===== src/rtl/encoder_4x2_hs_pkg.sv =====
// Shared types for the 4:2 handshake encoder.
// Buffer states, widths and the buffered entry layout.
package encoder_pkg;

    localparam int CODE_W = 2;
    localparam int IN_W   = 4;

    typedef enum logic [1:0] {
        EMPTY = 2'd0,
        ONE   = 2'd1,
        TWO   = 2'd2
    } state_t;

    typedef struct packed {
        logic [CODE_W-1:0] y;
        logic              v;
        logic              err;
    } entry_t;

endpackage


===== src/rtl/encoder_4x2_hs_if.sv =====
// Valid/ready bundle for the 4:2 encoder.
// master drives words in and takes codes out; slave is the encoder.
interface encoder_4x2_hs_if;
    import encoder_pkg::*;

    logic [IN_W-1:0]   D;
    logic              in_valid;
    logic              in_ready;
    logic [CODE_W-1:0] Y;
    logic              V;
    logic              Err;
    logic              out_valid;
    logic              out_ready;

    modport master (
        output D, in_valid, out_ready,
        input  in_ready, Y, V, Err, out_valid
    );

    modport slave (
        input  D, in_valid, out_ready,
        output in_ready, Y, V, Err, out_valid
    );

endinterface


===== src/rtl/encoder_4x2_core.sv =====
// Combinational 4:2 priority encoder.
// Also flags empty (V low) and multi-hot (Err) words.
module encoder_4x2_core
    import encoder_pkg::*;
#(
    parameter bit PRIORITY_HIGH = 1'b1
) (
    input  logic [IN_W-1:0]   D,
    output logic [CODE_W-1:0] Y,
    output logic              V,
    output logic              Err
);

    // Pick the winning set bit from the chosen end of the word.
    always_comb begin
        Y = '0;
        if (PRIORITY_HIGH) begin
            if (D[3])      Y = 2'd3;
            else if (D[2]) Y = 2'd2;
            else if (D[1]) Y = 2'd1;
            else           Y = 2'd0;
        end else begin
            if (D[0])      Y = 2'd0;
            else if (D[1]) Y = 2'd1;
            else if (D[2]) Y = 2'd2;
            else if (D[3]) Y = 2'd3;
            else           Y = 2'd0;
        end
    end

    assign V   = |D;
    assign Err = ($countones(D) > 1);

endmodule


===== src/rtl/encoder_4x2_hs.sv =====
// Registered 4:2 priority encoder with main+skid output buffer.
// in_ready comes only from En and registered state.
module encoder_4x2_hs
    import encoder_pkg::*;
#(
    parameter bit PRIORITY_HIGH = 1'b1,
    parameter int ERR_CNT_W     = 8
) (
    input  logic                 clk,
    input  logic                 rst,
    input  logic                 En,
    encoder_4x2_hs_if.slave      bus,
    output logic [ERR_CNT_W-1:0] err_count
);

    state_t state_q, state_d;
    entry_t main_q, skid_q, enc;
    logic   accept, drain;
    logic   load_main, load_skid, move_skid;

    encoder_4x2_core #(
        .PRIORITY_HIGH(PRIORITY_HIGH)
    ) u_core (
        .D  (bus.D),
        .Y  (enc.y),
        .V  (enc.v),
        .Err(enc.err)
    );

    assign bus.in_ready  = En & ~rst & (state_q != TWO);
    assign bus.out_valid = (state_q != EMPTY);
    assign bus.Y         = main_q.y;
    assign bus.V         = main_q.v;
    assign bus.Err       = main_q.err;

    assign accept = bus.in_valid & bus.in_ready;
    assign drain  = bus.out_valid & bus.out_ready;

    // Buffer next state and entry load selects.
    always_comb begin
        state_d   = state_q;
        load_main = 1'b0;
        load_skid = 1'b0;
        move_skid = 1'b0;
        unique case (state_q)
            EMPTY: begin
                if (accept) begin
                    state_d   = ONE;
                    load_main = 1'b1;
                end
            end
            ONE: begin
                if (accept && !drain) begin
                    state_d   = TWO;
                    load_skid = 1'b1;
                end else if (!accept && drain) begin
                    state_d   = EMPTY;
                end else if (accept && drain) begin
                    load_main = 1'b1;
                end
            end
            TWO: begin
                if (drain) begin
                    state_d   = ONE;
                    move_skid = 1'b1;
                end
            end
            default: state_d = EMPTY;
        endcase
    end

    // State register; reset drops both entries.
    always_ff @(posedge clk) begin
        if (rst) state_q <= EMPTY;
        else     state_q <= state_d;
    end

    // Main and skid entry registers.
    always_ff @(posedge clk) begin
        if (rst) begin
            main_q <= '0;
            skid_q <= '0;
        end else begin
            if (load_main)      main_q <= enc;
            else if (move_skid) main_q <= skid_q;
            if (load_skid)      skid_q <= enc;
        end
    end

    // Saturating count of accepted multi-hot words.
    always_ff @(posedge clk) begin
        if (rst) begin
            err_count <= '0;
        end else if (accept && enc.err && (err_count != '1)) begin
            err_count <= err_count + 1'b1;
        end
    end

endmodule


===== src/flat_wrapper.sv =====
// flat-port wrapper written by rule: the top's interface ports become plain ports
module encoder_4x2_hs_flat import encoder_pkg::*;
#(
    parameter bit PRIORITY_HIGH = 1'b1,
    parameter int ERR_CNT_W     = 8
)
  (clk, rst, En, err_count, bus_D, bus_in_valid, bus_out_ready, bus_in_ready, bus_Y, bus_V, bus_Err, bus_out_valid);
  encoder_4x2_hs_if bus_i ();
  input  logic clk;
  input  logic rst;
  input  logic En;
  output logic [ERR_CNT_W-1:0] err_count;
  input wire logic [$bits(bus_i.D)-1:0] bus_D;
  input wire logic [$bits(bus_i.in_valid)-1:0] bus_in_valid;
  input wire logic [$bits(bus_i.out_ready)-1:0] bus_out_ready;
  output wire logic [$bits(bus_i.in_ready)-1:0] bus_in_ready;
  output wire logic [$bits(bus_i.Y)-1:0] bus_Y;
  output wire logic [$bits(bus_i.V)-1:0] bus_V;
  output wire logic [$bits(bus_i.Err)-1:0] bus_Err;
  output wire logic [$bits(bus_i.out_valid)-1:0] bus_out_valid;
  assign bus_i.D = bus_D;
  assign bus_i.in_valid = bus_in_valid;
  assign bus_i.out_ready = bus_out_ready;
  assign bus_in_ready = bus_i.in_ready;
  assign bus_Y = bus_i.Y;
  assign bus_V = bus_i.V;
  assign bus_Err = bus_i.Err;
  assign bus_out_valid = bus_i.out_valid;
  encoder_4x2_hs #(.PRIORITY_HIGH(PRIORITY_HIGH), .ERR_CNT_W(ERR_CNT_W)) u_core (.clk(clk), .rst(rst), .En(En), .bus(bus_i), .err_count(err_count));
endmodule

===== config.mk =====
export PLATFORM = sky130hd
export DESIGN_NAME = encoder_4x2_hs_flat
export DESIGN_NICKNAME = d
export VERILOG_FILES = /design/src/rtl/encoder_4x2_hs_pkg.sv /design/src/rtl/encoder_4x2_hs_if.sv /design/src/rtl/encoder_4x2_core.sv /design/src/rtl/encoder_4x2_hs.sv /design/src/flat_wrapper.sv
export SDC_FILE = /design/constraint.sdc
export NUM_CORES = 1
export LEC_CHECK = 0
export ABC_AREA = 1
export CAP_MARGIN = 25
export CORE_MARGIN = 3
export CORE_UTILIZATION = 50
export CTS_BUF_LIST = sky130_fd_sc_hd__clkbuf_2
export DETAILED_ROUTE_END_ITERATION = 12
export PLACE_DENSITY = 0.81
export SLEW_MARGIN = 5
export SYNTH_ARGS = -nofsm -noshare
export SYNTH_HDL_FRONTEND = slang
export SYNTH_SLANG_ARGS = --single-unit
export TNS_END_PERCENT = 30

===== constraint.sdc =====
create_clock -name clk -period 1.9 [get_ports clk]
set_clock_uncertainty 0.2 [all_clocks]
set_input_delay 0.38 -clock clk [delete_from_list [all_inputs] [get_ports clk]]
set_output_delay 0.38 -clock clk [all_outputs]
set_load 0.005 [all_outputs]

# ---- Word-level counts from Yosys, hierarchy flattened
# Cells that the tools add are included.
# Widths: inputs -> output; s select.
dict set report op_classes {
  muxes 19
  bitwise 5
  n_lt_le_gt_ge 1
  n_eq_ne 7
  n_addsub 4
  n_reduce_logical 12
}
# op n
set ops {}
lappend ops {{$mux 2} 6}
lappend ops {{$mux 1} 9}
lappend ops {{$add 8x1->8 const B} 1}
lappend ops {{$mux 4} 2}
lappend ops {{$ne 8x8->1 const B} 1}
lappend ops {{$pmux 2 s3} 1}
lappend ops {{$logic_and 1x1->1} 5}
lappend ops {{$add 1x1->2} 2}
lappend ops {{$and 1x1->1} 4}
lappend ops {{$ne 2x1->1 const B} 2}
lappend ops {{$reduce_bool 2->1} 2}
lappend ops {{$reduce_or 4->1} 1}
lappend ops {{$add 2x2->3} 1}
lappend ops {{$gt 3x1->1 const B} 1}
lappend ops {{$ne 3x3->1 const B} 1}
lappend ops {{$reduce_and 3->1} 1}
lappend ops {{$eq 2x1->1 const B} 1}
lappend ops {{$eq 2x2->1 const B} 1}
lappend ops {{$logic_not 1->1} 2}
lappend ops {{$logic_not 2->1} 1}
lappend ops {{$ne 2x2->1 const B} 1}
lappend ops {{$pmux 1 s2} 1}
lappend ops {{$not 1->1} 1}
dict set report totals {
  wordCells 56
  ff_bits 18
  inputBits 9
}

# ---- Longest topological paths before layout
dict set report depth {
  depth_word 10
  mapped_depth 8
}

# ---- By module
# A second synthesis with hierarchy kept.
dict set report unflattened {
  hier_cells 162
  area_unflattened_um2 1102.3
}
# module cells_per_inst area_each_um2 instances
set modules_own_cells {}
lappend modules_own_cells {encoder_4x2_hs 149 1022.2 1}
lappend modules_own_cells {encoder_4x2_core 13 80.1 1}

# ---- Worst setup path before layout
# No wires, ideal clock.
dict set report synth_timing {
  kind {input-to-reg}
  from {in bus_D[0]}
  to {reg u_core.err_count[5]}
  path_buffers 0
  path_stages 7
  setup_time_ns 0.070
  path_slack_ns 0.096
  arrival_ns 1.534
  cell_sequence {inv_1 > fa_1 > o21ai_1 > nand3_2 > nor2_2 > nand2_1 > a21oi_1}
}
dict set report synth_between {
  elab_chain_cells 5
}
# element line
set synth_rtl {}
lappend synth_rtl {{from (decl)} flat_wrapper.sv:13} ;# input wire logic [$bits(bus_i.D)-1:0] bus_D;
lappend synth_rtl {{$add 1x1->2 (implied by the code)} encoder_4x2_core.sv:32} ;# assign Err = ($countones(D) > 1);
lappend synth_rtl {{$add 2x2->3 (implied by the code)} encoder_4x2_core.sv:32}
lappend synth_rtl {{$gt 3x1->1} encoder_4x2_core.sv:32}
lappend synth_rtl {{$logic_and 1x1->1 (2 in series)} encoder_4x2_hs.sv:94} ;# end else if (accept && enc.err && (err_count != '1)) begin
lappend synth_rtl {{to (signal assigned)} encoder_4x2_hs.sv:95} ;# err_count <= err_count + 1'b1;
lappend synth_rtl {{to (decl)} encoder_4x2_hs.sv:13} ;# output logic [ERR_CNT_W-1:0] err_count
# Every way passes these cells.
# A chain may end at the register's enable or synchronous reset.

# ---- Worst setup path after layout
dict set report layout_timing {
  from {reg u_core.err_count[0]}
  to {out err_count[0]}
}
# element line
set layout_rtl {}
lappend layout_rtl {{to (decl)} flat_wrapper.sv:12} ;# output logic [ERR_CNT_W-1:0] err_count;
# No word-level cell between the ends.

==> impl_metrics.yaml <==
timing:
  hold_viol_final: 0
  whs_ns: 0.295
  setup_violations: 0
  period_share_pct: 96.6
  slew_headroom_pct: 81.8
  timing.setup.tns_ns: 0
  post-route-min-period_ns: 1.84
  setup_slack_ns: 0.0642
  slew_violations: 0
  rsz0062_at_grt: "no"
  fmax_mhz: 545
  tightest_slew_ns: 0.271
final_layout:
  n_antenna_cell: 0
  fill_cells: 164
  layout_commonest_cell: "nand2_1"
  final_util_pct: 71.7
  final_cells: 218
  drive_gt1_share_pct: 19.4
  final_cell_mix: "42 x nand2_1, 21 x nor2_1, 15 x inv_1, 15 x clkdlybuf4s50_1, 14 x dfxtp_1"
  fin_nets: 204
  syn_to_final_growth_pct: 34.3
place:
  place_inst: 214
  place_congestion: 0.825
  port_buffers: 22
  dp.final_hpwl_mm: 1.86
  post-place-ws_ns: -0.564
routing:
  dr.pass1.iters: 4
  wl_per_cell_um: 10.8
  viasPerCell: 4.90
  route.detailed.drc: 0
  drt_iter0_drc: 10
  postRouteAntennaNets: 0
  totalWireLength_mm: 2.35
  vias: 1068
critical_path:
  crit_type: "register to output pin"
  cpPeakStageDelay_ns: 0.53
  crit_fanout: 5
  endpoint_kind: "output pin"
  cp_slowest_cell: "clkdlybuf4s50_1"
  cp_top_family: "buffers and inverters"
  critPathArrivalTime_ns: 1.26
  cp_data_required_time_ns: 1.32
  crit_chain: "clkdlybuf4s50_1"
  path_buf_inv: 1
  critPathLaunchType: "register"
global_route:
  grtUsageMet1_pct: 26.0
  met2_usage_pct: 31.4
  antenna_found_initial: 0
  grt_pass1_vias: 962
  overflow: 0
  grt_pass1_wl_mm: 4.05
  grt_busiest_layer: "met2"
  grtUsageMet3_pct: 3.15
  grt_usage_pct: 19.6
  grt_max_degree: 14
power:
  power.leakage_nw: 0.616
  ir_drop_mv: 0.457
  power_density_mw_per_mm2: 468
synth:
  synth_area_mm2: 0.00106
  yosysWarnings: 0
  ys_seq_area_share_pct: 34.1
  netlist.area_leader.share_pct: 34.1
  yosysTopAreaCell: "dfxtp_1"
  syn_nets: 168
  synthMuxAreaShare_pct: 0
  yosys.area_share.xor_xnor_pct: 2.49
  synth-compound-area-share_pct: 9.59
  yosysUniqueCellTypes: 24
  ys_seq_elements: 18
  synth_top_family_by_area: "simple AND/OR/NAND/NOR gates"
  synth-adder-area-share_pct: 4.26
  synth_area_leaders: "dfxtp_1 34%, nand2_1 15%, nor2_1 8.2%"
  syn_inst: 156
  avgSynthCellArea_um2: 6.78
  synthSimpleGateAreaFrac_pct: 42.1
clocking:
  clockBufferDepth: 2
  cts_setup_buffers: 0
  holdBufCountCts: 0
  numCtsBuffers: 3
  cts_tree: "built"
  clkSlewWorstSetupHoldPaths_ns: 0.17
  htreeDepth: 1
  cts.sinks: 18
  clk_latency_ns: 0.31
  cts_root_buffer: "clkbuf_2"
status:
  status: "finished, final reports clean"
run:
  maxCapViolations: 0
floorplanning:
  num_io_pins: 23
  core-area_mm2: 0.00198
  fp.dieW_um: 52.0
  row_count: 16
  start_util_pct: 53.3
  die-area_mm2: 0.00270
  dieHeight_um: 52.0
hold_path:
  min_path_type: "register to register"
cells by family (layout without fill, tap and decap cells):
logic type      count (synthesis)  in the layout
compound gates                 20             20
xor+xnor                        3              3
fa+ha+maj                       3              3
buf+inv                        21             56
flops                          18             18
simple gates                   91             91
flip-flops by register name (all words and copies together) (netlist names):
signal / flops
u_core.state_q: 2
u_core.bus.Err: 1
u_core.bus.Y: 2
u_core.bus.V: 1
u_core.skid_q: 4
u_core.err_count: 8
through the flow:
stage | power [mW] | cell area (um2)
6_report | 0.665 | 1420
5_1_grt | 0.699 | 1420
3_5_place_dp | 0.507 | 1380
2_1_floorplan | 0.451 | 1060
4_1_cts | 0.671 | 1410
3_3_place_gp | 0.505 | 1380
worst min-delay path: cells and delay by family, from the launching register on:
kind / cells / cell delay (ns)
DFF: 1 / 0.34
and+or+nand+nor: 2 / 0.14
power breakdown:
group          switching [mW]  internal [mW]
sequential            0.00601          0.384
clock                   0.118         0.0457
combinational          0.0567         0.0534
Yosys cell counts (all sizes together):
cell and n:
inv 20, fa 1, xor2 1, clkbuf 1, nand3b 2, nor2 27
o21ai 6, dfxtp 18, ha 2, xnor2 2, nor3 1, nand4 2
nand2 46, a31oi 1, nand3 13, a21oi 13
routing by layer:
layer | wire length, um | vias up | part of all wire [%]
li1 | - | 563 | -
met1 | 1110 | 477 | 47
met2 | 1100 | 24 | 47
met3 | 112 | 4 | 4.8
met4 | 31 | 0 | 1.3
met5 | 0 | - | 0
repair_timing:
item | CTS | global route
resized for setup | 19 | 4
endpoints found under the setup margin | 11 | 3
pin swaps | 8 | 0
gates cloned | 0 | 0
worst paths after layout:
kind | startpoint | endpoint | slack, ns | cells after the start
hold reg to reg | u_core.skid_q[2] | u_core.skid_q[2] | 0.30 | 2
hold / removal | u_core.skid_q[2] | u_core.skid_q[2] | 0.30 | 2
setup reg to reg | u_core.err_count[0] | u_core.err_count[1] | 0.24 | 8
setup / recovery | u_core.err_count[0] | err_count[0] | 0.06 | 1
layout make-up:
cell class	instances	area, um2	area share, %
timing repair buffer	32	290	20.4
clock buffer	3	15.0	1.06
clock inverter	1	3.75	0.264
tap	27	33.8	2.38
sequential	18	368	25.9
inverter	20	75.1	5.29
multi-input combinational	117	634	44.7
Power figures use the tool's default switching activity.
